$ cat config.mk
export PLATFORM = sky130hd
export DESIGN_NAME = key_frame_proc_flat
export DESIGN_NICKNAME = d
export VERILOG_FILES = /design/src/rtl/key_frame_proc_if.sv /design/src/rtl/key_frame_proc.sv /design/src/flat_wrapper.sv
export SDC_FILE = /design/constraint.sdc
export NUM_CORES = 1
export LEC_CHECK = 0
export ABC_AREA = 1
export CORE_MARGIN = 2
export CORE_UTILIZATION = 35
export CTS_BUF_LIST = sky130_fd_sc_hd__clkbuf_4 sky130_fd_sc_hd__clkbuf_8
export DETAILED_ROUTE_END_ITERATION = 10
export RECOVER_POWER = 50
export SETUP_SLACK_MARGIN = 0.2
export SLEW_MARGIN = 25
export SYNTH_ARGS = -nofsm -noshare
export SYNTH_HDL_FRONTEND = slang
export SYNTH_SLANG_ARGS = --single-unit
$ cat constraint.sdc
create_clock -name Clk -period 1.2 [get_ports Clk]
set_input_delay 0.24 -clock Clk [delete_from_list [all_inputs] [get_ports Clk]]
set_output_delay 0.24 -clock Clk [all_outputs]
set_load 0.005 [all_outputs]
$ cat src/rtl/key_frame_proc_if.sv
// Handshake bundle between the input-key decoder (master) and key_frame_proc (slave).
interface key_frame_proc_if;
  logic Active;
  logic Mode;
  logic InputData;
  logic ValidData;
  logic Busy;
  logic DataOut;
  logic ValidOut;
  logic Done;

  modport master (
    output Active, Mode, InputData, ValidData,
    input  Busy, DataOut, ValidOut, Done
  );

  modport slave (
    input  Active, Mode, InputData, ValidData,
    output Busy, DataOut, ValidOut, Done
  );
endinterface

$ cat src/rtl/key_frame_proc.sv
// Collects a serial frame, optionally XORs it with KEY, re-serialises it MSB-first.
// Defining KEY_FRAME_PARITY_EN appends an even-parity bit after the data bits.
module key_frame_proc #(
  parameter int unsigned           DATA_WIDTH = 8,
  parameter logic [DATA_WIDTH-1:0] KEY        = DATA_WIDTH'(8'hA5)
) (
  input logic             Clk,
  input logic             Reset,
  key_frame_proc_if.slave kf
);

`ifdef KEY_FRAME_PARITY_EN
  localparam int unsigned SEND_LEN = DATA_WIDTH + 1;
`else
  localparam int unsigned SEND_LEN = DATA_WIDTH;
`endif
  localparam int unsigned   CW        = $clog2(DATA_WIDTH + 2);
  localparam logic [CW-1:0] CNT_ZERO  = {CW{1'b0}};
  localparam logic [CW-1:0] CNT_ONE   = CW'(1);
  localparam logic [CW-1:0] LOAD_LAST = CW'(DATA_WIDTH - 1);
  localparam logic [CW-1:0] SEND_LAST = CW'(SEND_LEN - 1);
  localparam logic [DATA_WIDTH-1:0] WORD_ZERO = {DATA_WIDTH{1'b0}};

  typedef enum logic [2:0] {
    IDLE = 3'd0,
    LOAD = 3'd1,
    PROC = 3'd2,
    SEND = 3'd3,
    DONE = 3'd4
  } state_t;

  state_t                state_r, state_s;
  logic [CW-1:0]         cnt_r, cnt_s;
  logic [DATA_WIDTH-1:0] shift_r, shift_s;
  logic                  mode_r, mode_s;
  logic                  busy_r, busy_s;
  logic                  data_r, data_s;
  logic                  valid_r, valid_s;
  logic                  done_r, done_s;
  logic                  abort_s;

`ifdef KEY_FRAME_PARITY_EN
  logic parity_r, parity_s;

  function automatic logic even_parity_f(input logic [DATA_WIDTH-1:0] word);
    even_parity_f = ^word;
  endfunction
`endif

  // Next-state and next-output decode; outputs are registered one cycle behind the state.
  always_comb begin
    state_s = state_r;
    cnt_s   = cnt_r;
    shift_s = shift_r;
    mode_s  = mode_r;
    busy_s  = busy_r;
    data_s  = 1'b0;
    valid_s = 1'b0;
    done_s  = 1'b0;
`ifdef KEY_FRAME_PARITY_EN
    parity_s = parity_r;
`endif
    abort_s = ((state_r == LOAD) || (state_r == PROC) || (state_r == SEND)) && !kf.Active;

    if (abort_s) begin
      state_s = IDLE;
      cnt_s   = CNT_ZERO;
      shift_s = WORD_ZERO;
      busy_s  = 1'b0;
    end else begin
      case (state_r)
        IDLE: begin
          cnt_s   = CNT_ZERO;
          shift_s = WORD_ZERO;
          busy_s  = 1'b0;
          if (kf.Active) begin
            state_s = LOAD;
          end else begin
            state_s = IDLE;
          end
        end
        LOAD: begin
          if (kf.ValidData) begin
            shift_s = {shift_r[DATA_WIDTH-2:0], kf.InputData};
            // Mode is frozen with the first bit so the decoder may change it freely afterwards.
            if (cnt_r == CNT_ZERO) begin
              mode_s = kf.Mode;
              busy_s = 1'b1;
            end else begin
              mode_s = mode_r;
            end
            if (cnt_r == LOAD_LAST) begin
              state_s = PROC;
              cnt_s   = CNT_ZERO;
            end else begin
              cnt_s = cnt_r + CNT_ONE;
            end
          end else begin
            cnt_s = cnt_r;
          end
        end
        PROC: begin
          if (mode_r) begin
            shift_s = shift_r ^ KEY;
          end else begin
            shift_s = shift_r;
          end
`ifdef KEY_FRAME_PARITY_EN
          parity_s = even_parity_f(shift_s);
`endif
          state_s = SEND;
        end
        SEND: begin
          valid_s = 1'b1;
          shift_s = {shift_r[DATA_WIDTH-2:0], 1'b0};
`ifdef KEY_FRAME_PARITY_EN
          if (cnt_r == SEND_LAST) begin
            data_s = parity_r;
          end else begin
            data_s = shift_r[DATA_WIDTH-1];
          end
`else
          data_s = shift_r[DATA_WIDTH-1];
`endif
          if (cnt_r == SEND_LAST) begin
            state_s = DONE;
            cnt_s   = CNT_ZERO;
          end else begin
            cnt_s = cnt_r + CNT_ONE;
          end
        end
        DONE: begin
          done_s  = 1'b1;
          busy_s  = 1'b0;
          cnt_s   = CNT_ZERO;
          shift_s = WORD_ZERO;
          if (kf.Active) begin
            state_s = LOAD;
          end else begin
            state_s = IDLE;
          end
        end
        default: begin
          state_s = IDLE;
          cnt_s   = CNT_ZERO;
          shift_s = WORD_ZERO;
          busy_s  = 1'b0;
        end
      endcase
    end
  end

  // State, datapath and output registers.
  always_ff @(posedge Clk or posedge Reset) begin
    if (Reset) begin
      state_r  <= IDLE;
      cnt_r    <= CNT_ZERO;
      shift_r  <= WORD_ZERO;
      mode_r   <= 1'b0;
      busy_r   <= 1'b0;
      data_r   <= 1'b0;
      valid_r  <= 1'b0;
      done_r   <= 1'b0;
`ifdef KEY_FRAME_PARITY_EN
      parity_r <= 1'b0;
`endif
    end else begin
      state_r  <= state_s;
      cnt_r    <= cnt_s;
      shift_r  <= shift_s;
      mode_r   <= mode_s;
      busy_r   <= busy_s;
      data_r   <= data_s;
      valid_r  <= valid_s;
      done_r   <= done_s;
`ifdef KEY_FRAME_PARITY_EN
      parity_r <= parity_s;
`endif
    end
  end

  assign kf.Busy     = busy_r;
  assign kf.DataOut  = data_r;
  assign kf.ValidOut = valid_r;
  assign kf.Done     = done_r;

endmodule

$ cat src/flat_wrapper.sv
// flat-port wrapper written by rule: the top's interface ports become plain ports
module key_frame_proc_flat 
#(
  parameter int unsigned           DATA_WIDTH = 8,
  parameter logic [DATA_WIDTH-1:0] KEY        = DATA_WIDTH'(8'hA5)
)
  (Clk, Reset, kf_Active, kf_Mode, kf_InputData, kf_ValidData, kf_Busy, kf_DataOut, kf_ValidOut, kf_Done);
  key_frame_proc_if kf_i ();
  input logic Clk;
  input logic Reset;
  input wire logic [$bits(kf_i.Active)-1:0] kf_Active;
  input wire logic [$bits(kf_i.Mode)-1:0] kf_Mode;
  input wire logic [$bits(kf_i.InputData)-1:0] kf_InputData;
  input wire logic [$bits(kf_i.ValidData)-1:0] kf_ValidData;
  output wire logic [$bits(kf_i.Busy)-1:0] kf_Busy;
  output wire logic [$bits(kf_i.DataOut)-1:0] kf_DataOut;
  output wire logic [$bits(kf_i.ValidOut)-1:0] kf_ValidOut;
  output wire logic [$bits(kf_i.Done)-1:0] kf_Done;
  assign kf_i.Active = kf_Active;
  assign kf_i.Mode = kf_Mode;
  assign kf_i.InputData = kf_InputData;
  assign kf_i.ValidData = kf_ValidData;
  assign kf_Busy = kf_i.Busy;
  assign kf_DataOut = kf_i.DataOut;
  assign kf_ValidOut = kf_i.ValidOut;
  assign kf_Done = kf_i.Done;
  key_frame_proc #(.DATA_WIDTH(DATA_WIDTH), .KEY(KEY)) u_core (.Clk(Clk), .Reset(Reset), .kf(kf_i));
endmodule
==> Flow_metrics.wiki <==
{| class="wikitable"
! Metric !! Value
|-
| Count of cell types in the netlist || 19
|-
| Required time of the worst setup path || 1.41 ns
|-
| Max transition margin || 0.652
|-
| R2R depth || 6
|-
| Clock latency at the later pin of the worst-skew pair || 0.31 ns
|-
| Sequential share of power || 0.333
|-
| Switching power share of the total || 0.404
|-
| Setup slack after placement || -0.430 ns
|-
| Mean number of vias per cell || 4.78
|-
| CP Depth || 6
|-
| Worst Path Class, Setup || flop to flop
|-
| Total routing usage reported by global routing || 0.156
|-
| Number of buffer cells added on primary ports || 9
|-
| Synth Net Count || 135
|-
| First DRT Iteration DRCs || 23
|-
| Routed wire length || 2420 um
|-
| Remaining antenna violation count after routing || 0
|-
| Tmin final || 1.29 ns
|-
| Number of primary I/O pins || 10
|-
| CORE AREA || 2780 sq um
|-
| Drt pass-1 iters || 4
|-
| Comb power frac || 0.539
|-
| Internal power component || 1.87 mW
|-
| Worst slew pin tran || 0.522 ns
|-
| Top cell by count, worst path || sky130_fd_sc_hd__nor2_1
|-
| Power density over the cells || 2080 nW/um^2
|-
| Net switching power || 1.27 mW
|-
| FMAX || 0.775 GHz
|-
| Die extent in x || 58.2 um
|-
| Maximum buffer depth of the clock tree || 2
|-
| Cell count after synthesis || 127
|-
| DRC violation count after routing || 0
|-
| Mean post-synth cell area || 8.11 sq um
|-
| Area of the die || 3390 sq um
|-
| Share of layout cells above drive strength 1 || 0.404
|-
| Violations in the final reports || setup timing
|-
| Wire length of the first global-routing pass || 3930 um
|-
| CP max stage cell || sky130_fd_sc_hd__dfrtp_1
|-
| Result of the run || finished with violations
|-
| Met2 wire len || 1200 um
|-
| Global placement routability congestion || 0.825
|-
| Part of the power in the clock network || 0.127
|-
| Placed wire-length estimate || 1590 um
|-
| Arrival time at the worst endpoint || 1.50 ns
|-
| CTS Root Buffer Type || sky130_fd_sc_hd__clkbuf_4
|-
| Clock tree from TritonCTS || yes
|-
| Proportion of synthesized chip area in sequential cells || 0.486
|-
| Clock input transition at the sequential cells of the worst setup and hold paths || 0.13 ns
|-
| Post-synth design cell area || 1030 sq um
|-
| Class of the worst hold path || input pin to asynchronous set/reset pin
|-
| Total of endpoints with negative setup slack in the final report || 12
|-
| Final count of pins violating max slew || 0
|-
| Final setup margin || -0.0904 ns
|-
| Layout overhead on the synthesized area || 46.8%
|-
| Maximum number of pins on one net before global-route repair || 21
|-
| Delay of the slowest cell on the worst path || 0.43 ns
|-
| Type of destination of the critical path || flop
|-
| CTS Hold Bufs || 0
|-
| Max capacitance violation total || 0
|-
| Sum of routed wire segments on met1 || 1110 um
|-
| Highest fanout seen on the critical path || 5
|-
| Cell Rows || 19
|-
| Category of the worst setup path launch point || flop
|-
| Number of buffers created by CTS || 3
|-
| Final Cycle Share || 1.08
|-
| Lkg Pwr || 0.724 nW
|-
| Level count of the clock H-tree || 1
|-
| Setup repair after global routing missed its margin || true
|-
| Via count of the first global-routing pass || 858
|-
| Inserted Diodes || 0
|-
| Buffers and inverters on the worst path || 0
|-
| Total vias in the final route || 941
|-
| Synth Register Bits || 20
|-
| Fillcell total || 253
|-
| Post-DR wirelength/cell || 12.3 um
|-
| Die outline height || 58.2 um
|-
| Worst vdd rail ir drop || 0.00142 V
|-
| Starting Density || 0.370
|-
| Met3 WL || 62 um
|-
| Number of warnings issued by yosys || 0
|-
| Cell chain of the critical path || ha_2 > nand2_2 > o21ai_4 > nand3_2 > nor2_1 > nor2_1
|-
| CTS sink count || 20
|-
| Uppermost metal layer occupied by signal nets || met4
|-
| Clock tree skew after final layout || 0.0164 ns
|-
| Hold Slack || 0.475 ns
|-
| Antenna violations before repair || 0
|-
| Grt ovf || 0
|-
| Final count of hold timing violations || 0
|-
| Post-layout net count || 175
|-
| Gate family responsible for the most delay along the worst path || flip-flops
|}
per-layer routing:
layer,GRT usage,vias up
li1,-,483
met1,0.209,441
met2,0.239,11
met3,0.0268,6
met4,0.0864,0
met5,0,-
stage by stage:
stage	util	setup TNS [ns]	total power [mW]	cells	area, sq um
2_1_floorplan	-	0	1.75	127	1050
3_3_place_gp	0.470	-5.39	2.25	181	1310
3_5_place_dp	0.470	-5.94	2.28	181	1310
4_1_cts	0.523	-0.630	2.98	193	1460
5_1_grt	0.543	-1.71	3.39	197	1510
6_report	0.543	-0.473	3.14	197	1510
synthesized netlist by cell type, drive strengths merged:
library cell / instances / share of area
o211ai: 1 / 0.0073
ha: 2 / 0.024
nand4: 2 / 0.027
buf: 1 / 0.011
nor2: 14 / 0.067
a21oi: 2 / 0.0097
nand3: 7 / 0.046
nand2: 40 / 0.16
nor3: 1 / 0.0049
o21ai: 19 / 0.096
dfrtp: 20 / 0.49
inv: 18 / 0.066
cells by family (layout without fill, tap and decap cells):
logic type / count (synthesis) / count (layout) / share of synthesized area
AOI/OAI and AO/OA: 22 / 22 / 0.113
DFF: 20 / 20 / 0.486
buffers and inverters: 19 / 57 / 0.0765
and+or+nand+nor: 64 / 65 / 0.300
adders and majority gates: 2 / 2 / 0.0243
final timing paths:
path,from,to,slack (ns)
setup / recovery,u_core.cnt_r[0]$_DFFE_PP0P_,u_core.state_r[1]$_DFFE_PP0P_,-0.09
hold / removal,Reset,u_core.shift_r[7]$_DFFE_PP0P_,0.48
max in group asynchronous,Reset,u_core.state_r[1]$_DFFE_PP0P_,0.35
min in group Clk,kf_Active,u_core.kf.Busy$_DFFE_PP0P_,0.50
hold reg to reg,u_core.shift_r[3]$_DFFE_PP0P_,u_core.shift_r[3]$_DFFE_PP0P_,0.51
setup reg to reg,u_core.cnt_r[0]$_DFFE_PP0P_,u_core.state_r[1]$_DFFE_PP0P_,-0.09
layout by cell type, fill, tap and decap left out, drive strengths merged, types with 3 or more instances in the layout:
cell,instances
o21ai,19
clkdlybuf4s50,3
nand3,7
nand2,41
clkbuf,5
buf,29
dfrtp,20
inv,18
nor2,14
tightest hold or removal path, cell delays in order:
cell and delay (ns):
sky130_fd_sc_hd__dlygate4sd3_1 0.53, sky130_fd_sc_hd__inv_1 0.05, sky130_fd_sc_hd__clkbuf_2 0.43
power by group through the flow:
stage,Clock (mW),Combinational [mW],Sequential (mW)
2_1_floorplan,0,0.737,1.01
3_5_place_dp,0,1.25,1.04
5_1_grt,0.447,1.87,1.07
4_1_cts,0.416,1.53,1.03
3_3_place_gp,0,1.22,1.03
6_report,0.399,1.69,1.05
final cells by class:
class | instances | area, sq um | share of cell area
timing repair buffer | 35 | 285 | 0.189
tap | 31 | 38.8 | 0.0257
multi-input combinational | 89 | 573 | 0.379
clock buffer | 4 | 36.3 | 0.0240
sequential | 20 | 503 | 0.333
inverter | 18 | 75.1 | 0.0497
timing repair:
action,4_1_cts,5_1_grt
pin swaps,16,13
gates resized for setup,47,13
gates cloned,1,0
endpoints found under the setup margin,23,24
setup buffers,7,4
state kept, by name, summed over array words and instances (netlist names):
name and flops:
u_core.kf.DataOut 1, u_core.state_r 3, u_core.shift_r 8, u_core.cnt_r 4
u_core.kf.ValidOut 1, u_core.kf.Done 1, u_core.mode_r 1, u_core.kf.Busy 1
Power figures use the tool's default switching activity.
==> RTL edit 1 (same settings) <==
`DATA_WIDTH` is set to 8 in 2 places; all go to 4.
--- a/src/rtl/key_frame_proc.sv
+++ b/src/rtl/key_frame_proc.sv
@@ -1,7 +1,7 @@
 // Collects a serial frame, optionally XORs it with KEY, re-serialises it MSB-first.
 // Defining KEY_FRAME_PARITY_EN appends an even-parity bit after the data bits.
 module key_frame_proc #(
-  parameter int unsigned           DATA_WIDTH = 8,
+  parameter int unsigned           DATA_WIDTH = 4,
   parameter logic [DATA_WIDTH-1:0] KEY        = DATA_WIDTH'(8'hA5)
 ) (
   input logic             Clk,
--- a/src/flat_wrapper.sv
+++ b/src/flat_wrapper.sv
@@ -1,7 +1,7 @@
 // flat-port wrapper written by rule: the top's interface ports become plain ports
 module key_frame_proc_flat 
 #(
-  parameter int unsigned           DATA_WIDTH = 8,
+  parameter int unsigned           DATA_WIDTH = 4,
   parameter logic [DATA_WIDTH-1:0] KEY        = DATA_WIDTH'(8'hA5)
 )
   (Clk, Reset, kf_Active, kf_Mode, kf_InputData, kf_ValidData, kf_Busy, kf_DataOut, kf_ValidOut, kf_Done);
Check against the original RTL: not equivalent (a bounded check fails within 10 cycles, from zero or initial values and one cycle with Reset high).
==> RTL edit 1 against the original RTL <==
- total power shrank 29%
- first-iteration DRC count down 70%
- routed wire length is 27% lower
- global-route usage up 0.81 points
- sequential cell count shrank 5
- sequential power down 27%
- clock skew down 0.013 ns
- worst setup slack improved by 0.13 ns
- via count down 22%
- cell area is 26% lower
- combinational power is 32% lower
- non-clock buffer count fell by 13
- utilization fell by 2.2 points
- area after synthesis fell by 24%
==> RTL edit 1: results (changes against the original RTL) <==
The run finished with clean final reports. The largest voltage drop on the vdd net came out at 966.1 uV (-32%). In the final layout, the registers with the most flip-flops are u_core.shift_r: 4 flops, u_core.cnt_r: 3 flops, u_core.state_r: 3 flops. The peak fanout along the critical path came out at 7 (+2).

The post-synthesis net count was 107 (-21%). The max capacitance violation total came out at 0 (unchanged). The worst-case reg-to-reg path depth was 8 (+2). In the post-synthesis netlist, the biggest area contributors are dfrtp_1 (48%), nand2_1 (14%), inv_1 (7.2%). The initial antenna violation count came out at 0 (unchanged). The tools report the detailed router's first-iteration violation count as 7 (-70%). The routed wire length per instance was 11.53 um (-6.0%); the switching power was 889.5 uW (-30%). The mean number of vias per cell was 4.760 (-0.35%). The commonest cells after synthesis are nand2_1 (30), dfrtp_1 (15), inv_1 (15). The arrival time reported for the critical path endpoint is 1.38 ns (-0.12 ns), and the first-pass GRT wire length is 3.160 mm (-20%).

The quantity of I/O buffers inserted on ports is 9 (unchanged). The number of iterations in the first detailed-routing pass is 4 (unchanged), and the measured slew at the worst slew-check pin is 0.7972 ns (+0.2749 ns). Start-to-end type of the worst setup path: reg -> reg. For the number of buffers inserted during clock tree synthesis, the log shows 3 (unchanged).

The number of nets in the layout is 135 (-23%). The number of global-route vias before repair came out at 758 (-12%). The standby leakage power is 0.5801 nW (-20%). The startpoint of the most critical register-to-register path is u_core.state_r[2]. The logs give 0.04 ns (+0.13 ns) for the worst setup slack for register-to-register paths and 1.246 mm (-22%) for the final HPWL from detailed placement. The insertion delay to the later sink of the worst-skew pair was 0.28 ns (-0.03 ns); the maximum level of the CTS H-tree was 1 (unchanged). The number of flip-flops in the largest register works out to 4 (-4). The placer's final routability congestion estimate came out at 0.8273 (+0.30%).

For the maximum number of pins on one net before global-route repair, the log shows 16 (-24%). Type of the tightest min-delay check: in -> async. The diode insertion count for antenna repair came out at 0 (unchanged). The share of synthesized flip-flops with an asynchronous set or reset is 100.0% (unchanged), and the accumulated negative setup slack is 0 ns (+0.4726 ns). The clock skew was 0.003699 ns (-0.01269 ns); the global routing usage summed across all routing layers was 16.40% (+0.81 points).

The logs give 958.4 um^2 (-27%) for the instance area at placement and 48.23% (-0.37 points) for the sequential fraction of the synthesis area. Clock input transition at the sequential cells of the worst setup and hold paths: 0.09 ns (-0.04 ns). Count of synthesis-stage warnings from yosys: 0 (unchanged).

The worst register-to-register path ends at u_core.shift_r[2]. The tree is rooted in a clkbuf_4. Layout cell share with drive strength beyond 1: 38.89% (-1.5 points). The number of distinct library cell variants in the gate-level netlist after synthesis is 17 (-2), and the maximum clock insertion buffer count is 2 (unchanged).
## RTL edit 1: cell types whose count changed after synthesis, sizes merged
| cell | delta |
|---|---|
| nor3 | -1 |
| nand2 | -8 |
| o21ai | -14 |
| dfrtp | -5 |
| o22ai | +1 |
| nand3 | -1 |
| o211ai | -1 |
| buf | -1 |
| nand3b | +1 |
| nand4 | +1 |
## RTL edit 1: what timing repair did
action / 4_1_cts / 5_1_grt
pin swaps: 8 / 9
gates resized for setup: 28 / 16
cloned: 1 / 0
setup endpoints to repair: 18 / 18
buffers inserted: 4 / 2
## RTL edit 1: cells by family (layout without fill, tap and decap cells)
logic type / after synthesis / after routing / share of synthesized area (%)
flops: 15 / 15 / 48.23
fa+ha+maj: 2 / 2 / 3.215
simple gates: 56 / 57 / 34.57
compound gates: 8 / 8 / 5.306
buf+inv: 18 / 44 / 8.681
## RTL edit 1: how the worst min path moves through the flow
stage                                 start                end  slack (ns)  depth (start not counted)
after floorplan                       Reset    u_core.cnt_r[0]        0.14                          1
after global placement    u_core.shift_r[1]  u_core.shift_r[1]        0.48                          2
after detailed placement  u_core.shift_r[1]  u_core.shift_r[1]        0.48                          2
after CTS                             Reset  u_core.shift_r[1]        0.26                          3
after global routing                kf_Mode      u_core.mode_r        0.53                          3
final                                 Reset  u_core.shift_r[1]        0.47                          3
## RTL edit 1: stage by stage
stage | total power [mW] | std cells | worst slack (ns) | hold WS, ns
after detailed placement | 1.582 | 143 | -0.2889 | 0.4810
after global placement | 1.571 | 143 | -0.2669 | 0.4791
final | 2.220 | 154 | 0.04077 | 0.4741
after global routing | 2.407 | 154 | -0.04541 | 0.5341
after floorplan | 1.273 | 99 | 0.1167 | 0.1415
after CTS | 2.103 | 152 | 0.03039 | 0.2617
## RTL edit 1: cell type report
type                            instances  area, um^2
Clock buffer                            4       30.03
Fill cell                             207        1028
Inverter                               18       70.07
Multi-Input combinational cell         67       427.9
Sequential cell                        15       377.9
Tap cell                               28       35.03
Timing Repair Buffer                   22       178.9
## RTL edit 1: routing by layer
metal	vias up	GRT usage (%)	share of wire, %
met2	9	30.30	54
li1	365	-	-
met3	5	1.754	2.0
met1	354	18.08	41
met4	0	9.009	2.4
met5	-	0	0
## RTL edit 1: critical path, cell delays in order, from the launching register on
cell and delay, ns:
dfrtp_2 0.46, inv_4 0.09, nand2_4 0.06, nor2_8 0.16
buf_12 0.13, nand2_1 0.04, nand2_1 0.05, nand2_1 0.05
nand2_1 0.05
## RTL edit 1: power groups by stage
stage,logic (mW),registers (mW),clock network (mW)
3_5_place_dp,0.831,0.752,0
4_1_cts,1.05,0.747,0.311
3_3_place_gp,0.822,0.749,0
6_report,1.15,0.764,0.303
2_1_floorplan,0.538,0.735,0
5_1_grt,1.28,0.791,0.337
==> RTL edit 2 (config.mk and constraints unchanged) <==
Without the edit above. The 5 states of `state_t` get a one-hot encoding in 5 bits.
--- a/src/rtl/key_frame_proc.sv
+++ b/src/rtl/key_frame_proc.sv
@@ -21,12 +21,12 @@
   localparam logic [CW-1:0] SEND_LAST = CW'(SEND_LEN - 1);
   localparam logic [DATA_WIDTH-1:0] WORD_ZERO = {DATA_WIDTH{1'b0}};
 
-  typedef enum logic [2:0] {
-    IDLE = 3'd0,
-    LOAD = 3'd1,
-    PROC = 3'd2,
-    SEND = 3'd3,
-    DONE = 3'd4
+  typedef enum logic [4:0] {
+    IDLE = 5'b00001,
+    LOAD = 5'b00010,
+    PROC = 5'b00100,
+    SEND = 5'b01000,
+    DONE = 5'b10000
   } state_t;
 
   state_t                state_r, state_s;
Behaviour: no difference found for any inputs over 10 cycles, from zero or initial values and one cycle with Reset high; not proved beyond that.
==> RTL edit 2 against the original RTL <==
- the flow still finishes with violations (setup timing)
- hold slack gained 0.0078 ns
- total power shrank 22%
- sequential cell count grew 2
- non-clock buffer count grew 6
- routed wire length grew 22%
- cell area grew 21%
- area after synthesis grew 19%
- worst setup slack lost 0.088 ns
- critical endpoint is now u_core.cnt_r[0]
- highest routed layer unchanged
==> RTL edit 2: results (changes against the original RTL) <==
The fraction of standard cell area in multi-input logic is 39.51% (+1.6 points), and the number of instances in the placed design is 219 (+21%). Maximum number of pins on one net before global-route repair: 23 (+9.5%). Met3 routed wirelength: 76 um (+23%). The met2 routed wirelength is 1.584 mm (+32%), and the multi-input combinational cell count is 102 (+15%). The tools report the routing usage on met3 as 3.571% (+0.89 points).

The tools report the clock share of power as 23.5% (+11 points). The final-report setup violation count is 20 (+8), and the post-layout total power is 2.454 mW (-22%). The number of nets in the layout was 198 (+13%). The buffer count excluding the clock tree in the final layout came out at 41 (+17%). The instance area at placement was 0.001521 mm^2 (+16%); the cell area after layout was 0.001831 mm^2 (+21%). For the first-pass GRT wire length, the log shows 4.595 mm (+17%). The flow ran to the end, but the final reports show violations. The tools report the length of routed wiring on met1 as 1.254 mm (+13%).

The detailed router's first-iteration violation count was 17 (-26%); the count of vias placed by the detailed router was 1078 (+15%). The tightest slew margin relative to the limit was 62.46% (-2.7 points); the sequential fraction of the synthesis area was 45.00% (-3.6 points). Adder-cell share of the synthesized area: 2.041% (-0.39 points).

For the post-layout worst setup margin, the log shows -0.1788 ns (-0.08839 ns). The routed wire length per instance works out to 12.51 um (+2.0%). The synthesis-stage register bit count is 22 (+10%). The final reports fail on setup timing.
## RTL edit 2: cell types whose count changed after synthesis, moves of 3 or more
cell / before / now
nand2_2: 1 / 9
nand3_1: 6 / 16
o21ai_0: 16 / 3
nand3_2: 0 / 3
nor2_4: 0 / 3
nand2_1: 38 / 35
## RTL edit 2: repair_timing
action,CTS,global route
setup buffers,6,6
hold buffers,0,0
hold endpoints to repair,0,0
gates resized for setup,38,30
gates cloned,0,0
endpoints found under the setup margin,25,26
pin swaps,6,12
## RTL edit 2: path summary, 6_finish.rpt
path / from / endpoint / slack [ns] / depth (start not counted)
max in group asynchronous: Reset / u_core.state_r[1] / 0.32 / 3
min: Reset / u_core.state_r[2] / 0.48 / 3
min in group Clk: u_core.shift_r[6] / u_core.shift_r[6] / 0.50 / 2
min reg2reg: u_core.shift_r[6] / u_core.shift_r[6] / 0.50 / 2
max: u_core.state_r[1] / u_core.cnt_r[0] / -0.18 / 8
max reg2reg: u_core.state_r[1] / u_core.cnt_r[0] / -0.18 / 8
